==> config.mk <==
export PLATFORM = sky130hd
export DESIGN_NAME = user_word_sequencer
export DESIGN_NICKNAME = d
export VERILOG_FILES = /design/src/rtl/uws_pkg.sv /design/src/rtl/uws_cfg_bank.sv /design/src/rtl/user_word_sequencer.sv
export SDC_FILE = /design/constraint.sdc
export NUM_CORES = 1
export LEC_CHECK = 0
export ABC_AREA = 1
export CORE_UTILIZATION = 50
export CTS_CLUSTER_SIZE = 24
export DETAILED_ROUTE_END_ITERATION = 16
export HOLD_SLACK_MARGIN = 0.06
export PLACE_DENSITY = 0.68
export SLEW_MARGIN = 10
export SYNTH_ARGS = -nofsm -noshare
export SYNTH_HDL_FRONTEND = slang
export SYNTH_HIERARCHICAL = 1
export SYNTH_SLANG_ARGS = --single-unit
==> constraint.sdc <==
create_clock -name i_clk -period 4.89 [get_ports i_clk]
set_input_delay 0.7335 -clock i_clk [delete_from_list [all_inputs] [get_ports i_clk]]
set_output_delay 0.7335 -clock i_clk [all_outputs]
set_load 0.05 [all_outputs]
==> src/rtl/uws_pkg.sv <==
// Shared types and the user-word count decode for the user word sequencer.
package uws_pkg;

    typedef enum logic [1:0] {
        UWS_NONE = 2'd0,
        UWS_SU   = 2'd1,
        UWS_EM   = 2'd2,
        UWS_ATA  = 2'd3
    } uws_mode_e;

    typedef enum logic [1:0] {
        ST_IDLE   = 2'd0,
        ST_DECODE = 2'd1,
        ST_EMIT   = 2'd2,
        ST_DONE   = 2'd3
    } uws_state_e;

    localparam logic [3:0] UWS_EM_DEF_CNT   = 4'd3;
    localparam logic [3:0] UWS_ATA_PAGE_CNT = 4'd2;

    function automatic logic [3:0] uws_decode(input uws_mode_e mode,
                                              input logic [6:0] cfg,
                                              input logic       page);
        logic [3:0] cnt;
        cnt = 4'd0;
        case (mode)
            UWS_EM: begin
                if (cfg[3:0] >= 4'h5 && cfg[3:0] <= 4'hD)
                    cnt = cfg[3:0] - 4'd5;
                else
                    cnt = UWS_EM_DEF_CNT;
            end
            UWS_ATA: begin
                case (cfg[6:4])
                    3'd0, 3'd1: cnt = 4'd0;
                    3'd2:       cnt = 4'd1;
                    3'd3:       cnt = 4'd2;
                    // codes 4..7 map to 3..6 unless the page bit selects the paged count
                    default:    cnt = page ? UWS_ATA_PAGE_CNT : ({1'b0, cfg[6:4]} - 4'd1);
                endcase
            end
            default: cnt = 4'd0;
        endcase
        return cnt;
    endfunction

endpackage

==> src/rtl/uws_cfg_bank.sv <==
// Per-channel {mode, cfg, page} register bank; one write port, one asynchronous read port.
module uws_cfg_bank
    import uws_pkg::*;
#(
    parameter int NUM_CH = 4,
    parameter int CH_W   = (NUM_CH > 1) ? $clog2(NUM_CH) : 1
) (
    input  logic            i_clk,
    input  logic            i_rst_n,
    input  logic            i_we,
    input  logic [CH_W-1:0] i_wr_ch,
    input  uws_mode_e       i_wr_mode,
    input  logic [6:0]      i_wr_cfg,
    input  logic            i_wr_page,
    input  logic [CH_W-1:0] i_rd_ch,
    output uws_mode_e       o_rd_mode,
    output logic [6:0]      o_rd_cfg,
    output logic            o_rd_page,
    output logic            o_rd_hit
);

    localparam logic [CH_W:0] NUM_CH_L = (CH_W+1)'(NUM_CH);

    uws_mode_e  mode_q [NUM_CH];
    logic [6:0] cfg_q  [NUM_CH];
    logic       page_q [NUM_CH];

    logic wr_hit;
    assign wr_hit   = i_we && ({1'b0, i_wr_ch} < NUM_CH_L);
    assign o_rd_hit = ({1'b0, i_rd_ch} < NUM_CH_L);

    always_ff @(posedge i_clk or negedge i_rst_n) begin
        if (!i_rst_n) begin
            for (int i = 0; i < NUM_CH; i++) begin
                mode_q[i] <= UWS_NONE;
                cfg_q[i]  <= 7'd0;
                page_q[i] <= 1'b0;
            end
        end else if (wr_hit) begin
            mode_q[i_wr_ch] <= i_wr_mode;
            cfg_q[i_wr_ch]  <= i_wr_cfg;
            page_q[i_wr_ch] <= i_wr_page;
        end
    end

    // Out-of-range reads return the reset entry so the index never leaves the array.
    always_comb begin
        o_rd_mode = UWS_NONE;
        o_rd_cfg  = 7'd0;
        o_rd_page = 1'b0;
        if (o_rd_hit) begin
            o_rd_mode = mode_q[i_rd_ch];
            o_rd_cfg  = cfg_q[i_rd_ch];
            o_rd_page = page_q[i_rd_ch];
        end
    end

endmodule

==> src/rtl/user_word_sequencer.sv <==
// Multi-channel user-word sequencer: decodes a channel's word count and streams indexed word strobes.
// state  | meaning
// IDLE   | ready for a request
// DECODE | snapshot channel config into the word count
// EMIT   | present words idx 0..cnt-1 over valid/ready
// DONE   | one-cycle completion pulse with count and error
module user_word_sequencer
    import uws_pkg::*;
#(
    parameter int NUM_CH = 4,
    parameter int CNT_W  = 4,
    parameter int CH_W   = (NUM_CH > 1) ? $clog2(NUM_CH) : 1
) (
    input  logic             i_clk,
    input  logic             i_rst_n,
    input  logic             i_cfg_we,
    input  logic [CH_W-1:0]  i_cfg_ch,
    input  uws_mode_e        i_cfg_mode,
    input  logic [6:0]       i_cfg,
    input  logic             i_cfg_page,
    input  logic             i_req_valid,
    input  logic [CH_W-1:0]  i_req_ch,
    output logic             o_req_ready,
    output logic             o_word_valid,
    input  logic             i_word_ready,
    output logic [CNT_W-1:0] o_word_idx,
    output logic             o_word_last,
    output logic             o_done,
    output logic [CNT_W-1:0] o_done_cnt,
    output logic             o_done_err
);

    localparam logic [CNT_W-1:0] ONE = CNT_W'(1);

    uws_state_e       state_q;
    logic [CH_W-1:0]  ch_q;
    logic [CNT_W-1:0] cnt_q, idx_q, done_cnt_q;
    logic             err_q, ready_q, valid_q, last_q, done_q, done_err_q;

    uws_mode_e        rd_mode;
    logic [6:0]       rd_cfg;
    logic             rd_page, rd_hit;
    logic [CNT_W-1:0] dec_cnt, idx_d;

    uws_cfg_bank #(.NUM_CH(NUM_CH), .CH_W(CH_W)) u_cfg_bank (
        .i_clk     (i_clk),
        .i_rst_n   (i_rst_n),
        .i_we      (i_cfg_we),
        .i_wr_ch   (i_cfg_ch),
        .i_wr_mode (i_cfg_mode),
        .i_wr_cfg  (i_cfg),
        .i_wr_page (i_cfg_page),
        .i_rd_ch   (ch_q),
        .o_rd_mode (rd_mode),
        .o_rd_cfg  (rd_cfg),
        .o_rd_page (rd_page),
        .o_rd_hit  (rd_hit)
    );

    assign dec_cnt = CNT_W'(uws_decode(rd_mode, rd_cfg, rd_page));
    assign idx_d   = idx_q + ONE;

    always_ff @(posedge i_clk or negedge i_rst_n) begin
        if (!i_rst_n) begin
            state_q    <= ST_IDLE;
            ch_q       <= '0;
            cnt_q      <= '0;
            idx_q      <= '0;
            err_q      <= 1'b0;
            ready_q    <= 1'b1;
            valid_q    <= 1'b0;
            last_q     <= 1'b0;
            done_q     <= 1'b0;
            done_cnt_q <= '0;
            done_err_q <= 1'b0;
        end else begin
            case (state_q)
                ST_IDLE: begin
                    if (i_req_valid) begin
                        ch_q    <= i_req_ch;
                        ready_q <= 1'b0;
                        state_q <= ST_DECODE;
                    end
                end
                ST_DECODE: begin
                    cnt_q <= rd_hit ? dec_cnt : '0;
                    err_q <= !rd_hit;
                    idx_q <= '0;
                    if (!rd_hit || dec_cnt == '0) begin
                        state_q    <= ST_DONE;
                        done_q     <= 1'b1;
                        done_cnt_q <= '0;
                        done_err_q <= !rd_hit;
                    end else begin
                        state_q <= ST_EMIT;
                        valid_q <= 1'b1;
                        last_q  <= (dec_cnt == ONE);
                    end
                end
                ST_EMIT: begin
                    if (i_word_ready) begin
                        if (last_q) begin
                            state_q    <= ST_DONE;
                            valid_q    <= 1'b0;
                            last_q     <= 1'b0;
                            idx_q      <= '0;
                            done_q     <= 1'b1;
                            done_cnt_q <= cnt_q;
                            done_err_q <= err_q;
                        end else begin
                            idx_q  <= idx_d;
                            last_q <= (idx_d == cnt_q - ONE);
                        end
                    end
                end
                default: begin
                    done_q     <= 1'b0;
                    done_cnt_q <= '0;
                    done_err_q <= 1'b0;
                    ready_q    <= 1'b1;
                    state_q    <= ST_IDLE;
                end
            endcase
        end
    end

    assign o_req_ready  = ready_q;
    assign o_word_valid = valid_q;
    assign o_word_idx   = idx_q;
    assign o_word_last  = last_q;
    assign o_done       = done_q;
    assign o_done_cnt   = done_cnt_q;
    assign o_done_err   = done_err_q;

endmodule
Yosys cells after proc, flatten, opt, wreduce, memory -nomap -nowiden
Cells that the tools add are included.
Cells by class
  shifts and indexed selects: 0
  $lt $le $gt $ge: 5
  multiply operators: 0
  $add $sub $neg: 4
  bitwise operators: 4
  reduce and logical (&&, ||, !) cells: 15
  multiplexer cells: 50
  divide/modulo/power cells: 0
  eq/ne operators: 14
Operators with widths (number)
  bitwise mux 28 bit: 1
  two-way mux 4 bit: 7
  case mux 4 bit (3 select lines): 2
  two-way mux 7 bit: 3
  case mux 4 bit (2 select lines): 2
  two-way mux 1 bit: 15
  binary-select mux 7 bit (select 2 bit): 1
  demux 7 bit (select 2 bit): 1
  two-way mux 2 bit: 6
  != test 2 bit, second input constant: 5
  bitwise mux 8 bit: 1
  AND reduction 4 bit: 2
  == test 2 bit, second input constant: 3
  == test 3 x 2 -> 1 bit, second input constant: 2
  >= comparator 3 bit, second input constant: 2
  NOT 2 -> 3 bit: 2
  case mux 1 bit (2 select lines): 3
  case mux 1 bit (3 select lines): 2
  case mux 2 bit (3 select lines): 1
  AND reduction 2 bit: 3
  AND reduction 3 bit: 2
  adder 4 x 1 -> 4 bit, second input constant: 1
  binary-select mux 2 bit (select 2 bit): 1
  bitwise mux 4 bit: 1
  20 further kinds: 23
Word-level totals
  output and inout port bits: 13
  RAM bits: 0
  latch bits: 0
  memory bits (read-only): 0
  memories: 0
  register bits: 61

Logic depth before layout (Yosys ltp)
Gate-level depths: netlist of run 1.
  depth in word-level cells: 11
  mapped depth: 21

By module
The synthesis of run 1 kept the hierarchy.
By module, submodules not included
  uws_cfg_bank: sequential area each 1001.0 µm², cells an instance 297, area an instance 2104.5 µm², times used 1
  user_word_sequencer: sequential area each 551.8 µm², cells an instance 201, area an instance 1576.5 µm², times used 1

Least setup slack after synthesis of run 1
Ideal clock, no wire load.
  path kind: register -> register
  start point: register ch_q[1]
  end point: register done_q (netlist: o_done)
  setup slack: 2.630 ns
  setup time: 0.119 ns
  path buffers: 2
  cell stages (with the launch flop): 17
  required time: 4.771 ns
  data arrival time: 2.141 ns
  period minus slack after synthesis: 2.260 ns
  cell sequence: dfrtp_1 -> clkbuf_1 -> nand3_1 -> nand2_1 -> inv_1 -> ha_1 -> o21ai_4 -> nand3_1 -> nand3_2 -> nand2_2 -> nor2_2 -> nand2_2 -> nand2_2 -> nand2_2 -> buf_6 -> nand2_2 -> o21ai_2
On the way
  cells in the longest elaborated chain, start to end: 11
  elaborated cells on any way between the ends: 29
  those cells by class: add/sub (2); order compare (2); eq/ne (6); mux (13); bitwise (1); reduce/logical (5)
Ends and longest elaborated chain
  start: declaration: RTL line user_word_sequencer.sv:36  | logic [CH_W-1:0] ch_q;
  start signal: assignment: RTL line user_word_sequencer.sv:80  | ch_q <= i_req_ch;
  NOT 2 -> 3 bit (not written as such) *: RTL line uws_cfg_bank.sv:53  | o_rd_cfg = cfg_q[i_rd_ch];
  binary-select mux 7 bit (select 2 bit) *: RTL line uws_cfg_bank.sv:53
  two-way mux 7 bit (not written as such) * (2 in a row): RTL line uws_cfg_bank.sv:53
  net rd_cfg[4]: RTL line user_word_sequencer.sv:41  | logic [6:0] rd_cfg;
  subtractor 3 x 1 -> 4 bit (tied with other cells): RTL line uws_pkg.sv:39  | default: cnt = page ? UWS_ATA_PAGE_CNT : ({1'b0, cfg[6:4]} - 4'd1);
  two-way mux 4 bit or OR reduction 2 bit (tied branches): RTL line uws_pkg.sv:39, uws_pkg.sv:34
  case mux 4 bit (3 select lines) *: RTL line uws_pkg.sv:34  | case (cfg[6:4])
  case mux 4 bit (2 select lines) *: RTL line uws_pkg.sv:26  | case (mode)
  zero test 4 bit *: RTL line user_word_sequencer.sv:89  | if (!rd_hit || dec_cnt == '0) begin
  != test 2 bit (no line) *
  AND reduction 4 bit (no line) *
  end signal: assignment: RTL line user_word_sequencer.sv:91  | done_q <= 1'b1;
  end signal: assignment: RTL line user_word_sequencer.sv:107  | done_q <= 1'b1;
  end signal: assignment: RTL line user_word_sequencer.sv:117  | done_q <= 1'b0;
  end: declaration: RTL line user_word_sequencer.sv:38  | logic err_q, ready_q, valid_q, last_q, done_q, done_err_q;
The timed path passes the listed nets; every way through them passes the cells marked *. The select of a mux whose other input is x is not followed.
A chain may end at the register's enable or synchronous reset.

Worst setup path after layout of run 1
  start point: register ch_q[0]
  end point: register done_cnt_q[0] (netlist: o_done_cnt[0])
On the way
  cells in the longest elaborated chain, start to end: 11
  elaborated cells on any way between the ends: 29
  those cells by class: add/sub (2); order compare (2); eq/ne (6); mux (13); bitwise (1); reduce/logical (5)
Ends and longest elaborated chain
  NOT 2 -> 3 bit (not written as such) *: RTL line uws_cfg_bank.sv:53
  binary-select mux 7 bit (select 2 bit) *: RTL line uws_cfg_bank.sv:53
  two-way mux 7 bit (not written as such) * (2 in a row): RTL line uws_cfg_bank.sv:53
  net rd_cfg[4]: RTL line user_word_sequencer.sv:41
  subtractor 3 x 1 -> 4 bit (tied with other cells): RTL line uws_pkg.sv:39
  two-way mux 4 bit or OR reduction 2 bit (tied branches): RTL line uws_pkg.sv:39, uws_pkg.sv:34
  case mux 4 bit (3 select lines) *: RTL line uws_pkg.sv:34
  case mux 4 bit (2 select lines) *: RTL line uws_pkg.sv:26
  zero test 4 bit *: RTL line user_word_sequencer.sv:89
  != test 2 bit (no line) *
  AND reduction 4 bit (no line) *
  end signal: assignment: RTL line user_word_sequencer.sv:108  | done_cnt_q <= cnt_q;
  end: declaration: RTL line user_word_sequencer.sv:37  | logic [CNT_W-1:0] cnt_q, idx_q, done_cnt_q;
Marks and branches as above.

==> flow_summary.ini, run 1 <==
[floorplan]
ios = 32
die_h_microns = 87.8
die_w_microns = 87.8
start_util_pct = 53.0
core_sq_um = 6940
std_cell_rows = 30
dieArea_sq_um = 7710

[grt]
grt_pass1_wl_microns = 13900
grt_use_total_pct = 24.1
overflow = 0
antenna_found_initial = 0
grt_max_degree = 63
grt_pass1_vias = 2935

[routing]
routed_wl_microns = 8350
antenna_left = 0
avgRoutedWirePerCell_microns = 13.4
drc = 0
drtPass1Iterations = 5
vias_per_cell = 5.11
initialDrtViolationCount = 233
vias = 3184

[pwr]
power_mw = 2.64
power.share.clock_pct = 15.2
switching_share_pct = 48.4
p_int_mw = 1.36
pwr_density_cell_nw_per_um2 = 630
pwr-share-comb_pct = 56.0
switchingPower_mw = 1.27
ir_drop_mv = 0.398
leakage_nw = 2.22
p_seq_share_pct = 28.8

[yosys]
synth_mux_area_share_pct = 0.612
synth_compound_area_share_pct = 6.76
synth_edf_count = 0
synth_cells = 498
synth_nets = 530
synthArstFlopShare_pct = 100
synth_seq_cells = 62
synth_top_area_share_pct = 41.5
synthXorXnorAreaFrac_pct = 1.67
netlist_area_sq_um = 3680
synth_common_cells = nand2_1, inv_1, dfrtp_1, nand3_1, nand4_1
synth_cell_type_count = 33
synth-simple-area-share_pct = 33.0
ys.flop_type = dfrtp_1
ys_seq_area_share_pct = 42.2
avgSynthCellArea_sq_um = 7.39
synth_most_common_cell = nand2_1
yosysTopAreaCell = dfrtp_1
synth-warning-count = 6
synth_adder_area_share_pct = 4.42
yosys-top-cells-area = dfrtp_1, nand2_1, inv_1
synth_top_family_by_area = simple AND/OR/NAND/NOR gates

[critical_path]
worstPathCellList = inv_1 > nand2_1 > nand3_1 > nand2_1 > inv_1 > ha_1 > o21ai_4 > nand3_1 > nand3_2 > nand2_2 > nor2_2 > nand2_2 > nand2_2 > nand2_2 > nand2_1 > o21ai_2
startpoint_type = register
slowest_stage = dfrtp_1
endpoint_kind = register
cp_data_arrival_time_ns = 3.33
rr_worst_depth = 16
path_common_cell = nand2_2
worst_ep_required_time_ns = 5.11
critical_path_class = register to register
r2r_start = ch_q[0]
crit_path_max_incr_delay_ns = 0.72
rrSetupSlack_ns = 1.78
r2r-end = o_done_cnt[0]
cp_max_fo = 22

[clock_network]
cts_root_buf = clkbuf_8
cts.sinks = 62
postCtsSetupBuffers = 0
cts_made_buffers = 9
clockBufferDepth = 2
cts_tree = built
post_cts_resized = 0
clk_latency_ns = 0.33
hold_buffers = 0
clk_pin_slew_ns = 0.07
htreeDepth = 3

[timing]
setup_tns_ns = 0
max_freq_ghz = 0.322
grt_setup_unrepaired = false
slew_headroom_pct = 47.3
setup_violations = 0
period_minus_slack_ns = 3.11
hold_viol = 0
slew_viol_final = 0
fin_skew_ns = 0.00752
worst_pin_slew_ns = 0.791
period_share_pct = 63.5

[place]
placed_area_sq_um = 4010
io_buffers = 31
place.gp.congestion = 0.865
hpwlAfterDp_microns = 6160

[run]
drv_cap = 0

[cells_and_area]
final_area_sq_um = 4190
nets = 555
nFillCells = 652
antennaDiodeCount = 0
synthToLayoutAreaGrowth_pct = 13.7
drive_gt1_share_pct = 9.49

[min_path]
min_from = u_cfg_bank/cfg_q[21]
min_path_type = register to register
hold_path_end = u_cfg_bank/cfg_q[21]
holdPathStages = 2

[run_status]
status = finished, final reports clean
[state kept, by name, indices dropped and copies added (netlist names), 2 cells and up]
| signal | cells |
|---|---|
| u_cfg_bank/mode_q | 8 |
| u_cfg_bank/page_q | 4 |
| ch_q | 2 |
| u_cfg_bank/cfg_q | 28 |
| state_q | 2 |
| cnt_q | 4 |
| o_done_cnt | 4 |
| o_word_idx | 4 |
[per-stage QoR]
step	utilization (%)	hold WS, ns	setup slack (ns)	cells
4_1_cts	60.3	0.477	1.79	623
3_3_place_gp	57.7	0.455	1.90	608
5_1_grt	60.3	0.496	1.43	623
2_1_floorplan	-	0.438	2.63	498
6_report	60.3	0.474	1.78	623
3_5_place_dp	57.7	0.460	1.79	608
[power groups by stage]
stage                     combinational (mW)  sequential [mW]  clock, mW
after floorplan                         1.10            0.837          0
after global placement                  1.43            0.765          0
after detailed placement                1.47            0.768          0
after CTS                               1.48            0.760      0.414
after global routing                    1.67            0.779      0.436
final                                   1.48            0.760      0.401
[worst max-delay path by stage]
| stage | startpoint | endpoint | slack, ns | cells after the start |
|---|---|---|---|---|
| 6_report | ch_q[0] | o_done_cnt[0] | 1.78 | 16 |
| 5_1_grt | ch_q[0] | o_done_cnt[0] | 1.43 | 18 |
| 4_1_cts | ch_q[0] | o_done_cnt[0] | 1.79 | 16 |
| 3_5_place_dp | ch_q[0] | o_done_cnt[0] | 1.79 | 16 |
| 3_3_place_gp | ch_q[0] | o_done_cnt[0] | 1.90 | 16 |
| 2_1_floorplan | ch_q[1] | o_done | 2.63 | 16 |
[routing by layer]
layer | vias to the layer above | part of all wire, % | global-route usage, % | wire length [microns]
li1 | 1598 | - | - | -
met1 | 1474 | 51 | 35.7 | 4240
met2 | 98 | 42 | 34.5 | 3510
met3 | 14 | 5.6 | 5.66 | 464
met4 | 0 | 1.7 | 7.75 | 138
met5 | - | 0 | 0 | 0
[cell families (layout without fill, tap and decap cells)]
| kind of cell | after synthesis | in the layout |
|---|---|---|
| other | 1 | 1 |
| muxes | 2 | 2 |
| buffers and inverters | 100 | 129 |
| xor gates and xnor gates | 7 | 7 |
| adders and majority gates | 13 | 13 |
| AOI/OAI and AO/OA | 38 | 38 |
| and+or+nand+nor | 275 | 275 |
| DFF | 62 | 62 |
[layout by cell type (no fill, tap or decap), types with 3 or more instances in the layout]
cell / synthesis / final
xnor2_1: 3 / 3
clkbuf_8: 0 / 11
xor2_1: 4 / 4
o21ai_1: 10 / 10
ha_1: 13 / 13
inv_1: 78 / 78
nand2_2: 9 / 9
nor2_1: 15 / 15
o21ai_0: 10 / 10
dfrtp_1: 61 / 61
nand2_1: 175 / 175
nand3_2: 4 / 4
a21oi_1: 6 / 6
o21ai_2: 8 / 8
nand3_1: 45 / 45
clkdlybuf4s50_1: 0 / 30
nand4_1: 20 / 20
[worst max-delay path, delay by kind of cell (launching register included)]
kind                     cells  cell delay, ns
AO/OA/AOI/OAI                2            0.26
adder cells (fa/ha/maj)      1            0.25
buffers and inverters        2            0.53
flip-flops                   1            0.72
AND/OR/NAND/NOR             11            1.23
[layout make-up]
type	instances	area [sq um]	share of cell area, %
clock inverter	3	20.0	0.478
sequential	62	1550	37.1
tap	96	120	2.87
inverter	81	304	7.26
multi-input combinational	336	1710	40.9
timing repair buffer	33	320	7.65
clock buffer	12	155	3.71
No activity file was read; power rests on OpenSTA's default activity.
==> run 2: changes to the inputs <==
Settings changed: PLACE_DENSITY 0.68 to 0.7.
Clock period 4.89 ns to 2.7 ns, I/O delays scaled along.
==> flow_summary.ini, run 2 (same netlist as run 1, synthesis figures left out) <==
[run_status]
status = finished, final reports clean

[timing]
grt_setup_unrepaired = false
period_minus_slack_ns = 2.44
setup_tns_ns = 0
worst_pin_slew_ns = 0.781
fin_skew_ns = 0.00910
slew_headroom_pct = 47.9
hold_viol = 0
period_share_pct = 90.3
max_freq_ghz = 0.410
layout_setup_ws_ns = 0.263
setup_violations = 0
slew_viol_final = 0
holdWs_ns = 0.212

[cells_and_area]
utilization_pct = 62.4
final_cell_mix = nand2_1, inv_1, dfrtp_1
antennaDiodeCount = 0
largestRegisters = u_cfg_bank/cfg_q (28), u_cfg_bank/mode_q (8)
largest_reg_flops = 28
final_common_cell = nand2_1
drive_gt1_share_pct = 12.2
nets = 568
regMostFlops = u_cfg_bank/cfg_q
synthToLayoutAreaGrowth_pct = 17.8

[place]
place.gp.congestion = 0.876
place_ws_ns = 0.181
hpwlAfterDp_microns = 5970
io_buffers = 31

[pwr]
p_seq_share_pct = 26.3
leakage_nw = 2.30
power.share.clock_pct = 17.7
p_int_mw = 2.68
pwr-share-comb_pct = 56.0
pwr_density_cell_nw_per_um2 = 1170
ir_drop_mv = 0.531
switchingPower_mw = 2.37
switching_share_pct = 46.9

[critical_path]
critical_path_class = register to register
r2r-end = o_done_cnt[0]
endpoint_kind = register
rrSetupSlack_ns = 0.26
r2r_start = ch_q[0]
rr_worst_depth = 16
cp_max_fo = 21
worst_ep_required_time_ns = 2.93
cp_data_arrival_time_ns = 2.67
startpoint_type = register

[clock_network]
clockBufferDepth = 2
htreeDepth = 3
cts_tree = built
clk_pin_slew_ns = 0.07
cts.sinks = 62
cts_made_buffers = 9
clk_latency_ns = 0.35
cts_root_buf = clkbuf_8

[floorplan]
std_cell_rows = 30
dieArea_sq_um = 7710
start_util_pct = 53.0
die_w_microns = 87.8
core_sq_um = 6940
die_h_microns = 87.8
ios = 32

[grt]
grt_pass1_wl_microns = 14100
antenna_found_initial = 0
overflow = 0
grt_pass1_vias = 3058
grt_max_degree = 63
grt_use_total_pct = 24.1

[run]
drv_cap = 0

[routing]
vias_per_cell = 5.04
initialDrtViolationCount = 175
vias = 3210
routed_wl_microns = 8330
drc = 0
avgRoutedWirePerCell_microns = 13.1
antenna_left = 0
drtPass1Iterations = 5

[min_path]
min_path_type = primary input to asynchronous set/reset pin
-- run 2: critical path, stage by stage (launching register included) --
cell     delay [ns]
dfrtp_2        0.46
buf_6          0.18
nand2_1        0.09
nand3_1        0.07
nand2_1        0.11
inv_1          0.10
ha_1           0.25
o21ai_4        0.20
nand3_1        0.12
nand3_2        0.09
nand2_2        0.07
nor2_2         0.14
nand2_2        0.09
nand2_2        0.08
nand2_4        0.12
nand2_1        0.11
o21ai_2        0.05
-- run 2: how the worst max path moves through the flow --
stage            start            end  slack (ns)  cells after the start
2_1_floorplan  ch_q[1]         o_done        0.44                     16
3_3_place_gp   ch_q[0]  o_done_cnt[1]        0.31                     16
3_5_place_dp   ch_q[0]  o_done_cnt[0]        0.18                     15
4_1_cts        ch_q[0]  o_done_cnt[0]        0.15                     15
5_1_grt        ch_q[0]  o_done_cnt[0]        0.02                     16
6_report       ch_q[0]  o_done_cnt[0]        0.26                     16
-- run 2: repair_timing --
action / in CTS / in global routing
endpoints found under the setup margin: 0 / 6
hold buffers: 0 / 0
buffers inserted: 0 / 3
resized for setup: 0 / 5
-- run 2: per-layer routing --
metal | vias up | global-route usage, % | wire length (microns)
li1 | 1621 | - | -
met1 | 1474 | 33.1 | 3930
met2 | 97 | 37.3 | 3710
met3 | 18 | 4.81 | 493
met4 | 0 | 10.3 | 189
met5 | - | 0 | 0
-- run 2: power by group through the flow --
stage / Combinational (mW) / Sequential, mW / Clock, mW
2_1_floorplan: 2.00 / 1.52 / 0
3_3_place_gp: 2.70 / 1.32 / 0
3_5_place_dp: 2.77 / 1.33 / 0
4_1_cts: 2.77 / 1.31 / 0.913
5_1_grt: 3.20 / 1.36 / 0.946
6_report: 2.83 / 1.33 / 0.894
-- run 2: final cells by class --
cell class / count / area [sq um]
multi-input combinational: 336 / 1720
timing repair buffer: 45 / 414
timing repair inverter: 1 / 7.51
clock inverter: 6 / 86.3
inverter: 81 / 308
tap: 96 / 120
fill: 630 / 2610
clock buffer: 10 / 128
sequential: 62 / 1550
-- run 2: stage by stage --
step	power [mW]	std cells	area [sq um]
after floorplan	3.51	498	3680
after global placement	4.02	617	4080
after CTS	5.00	633	4290
after detailed placement	4.09	617	4080
after global routing	5.50	637	4340
final	5.05	637	4340
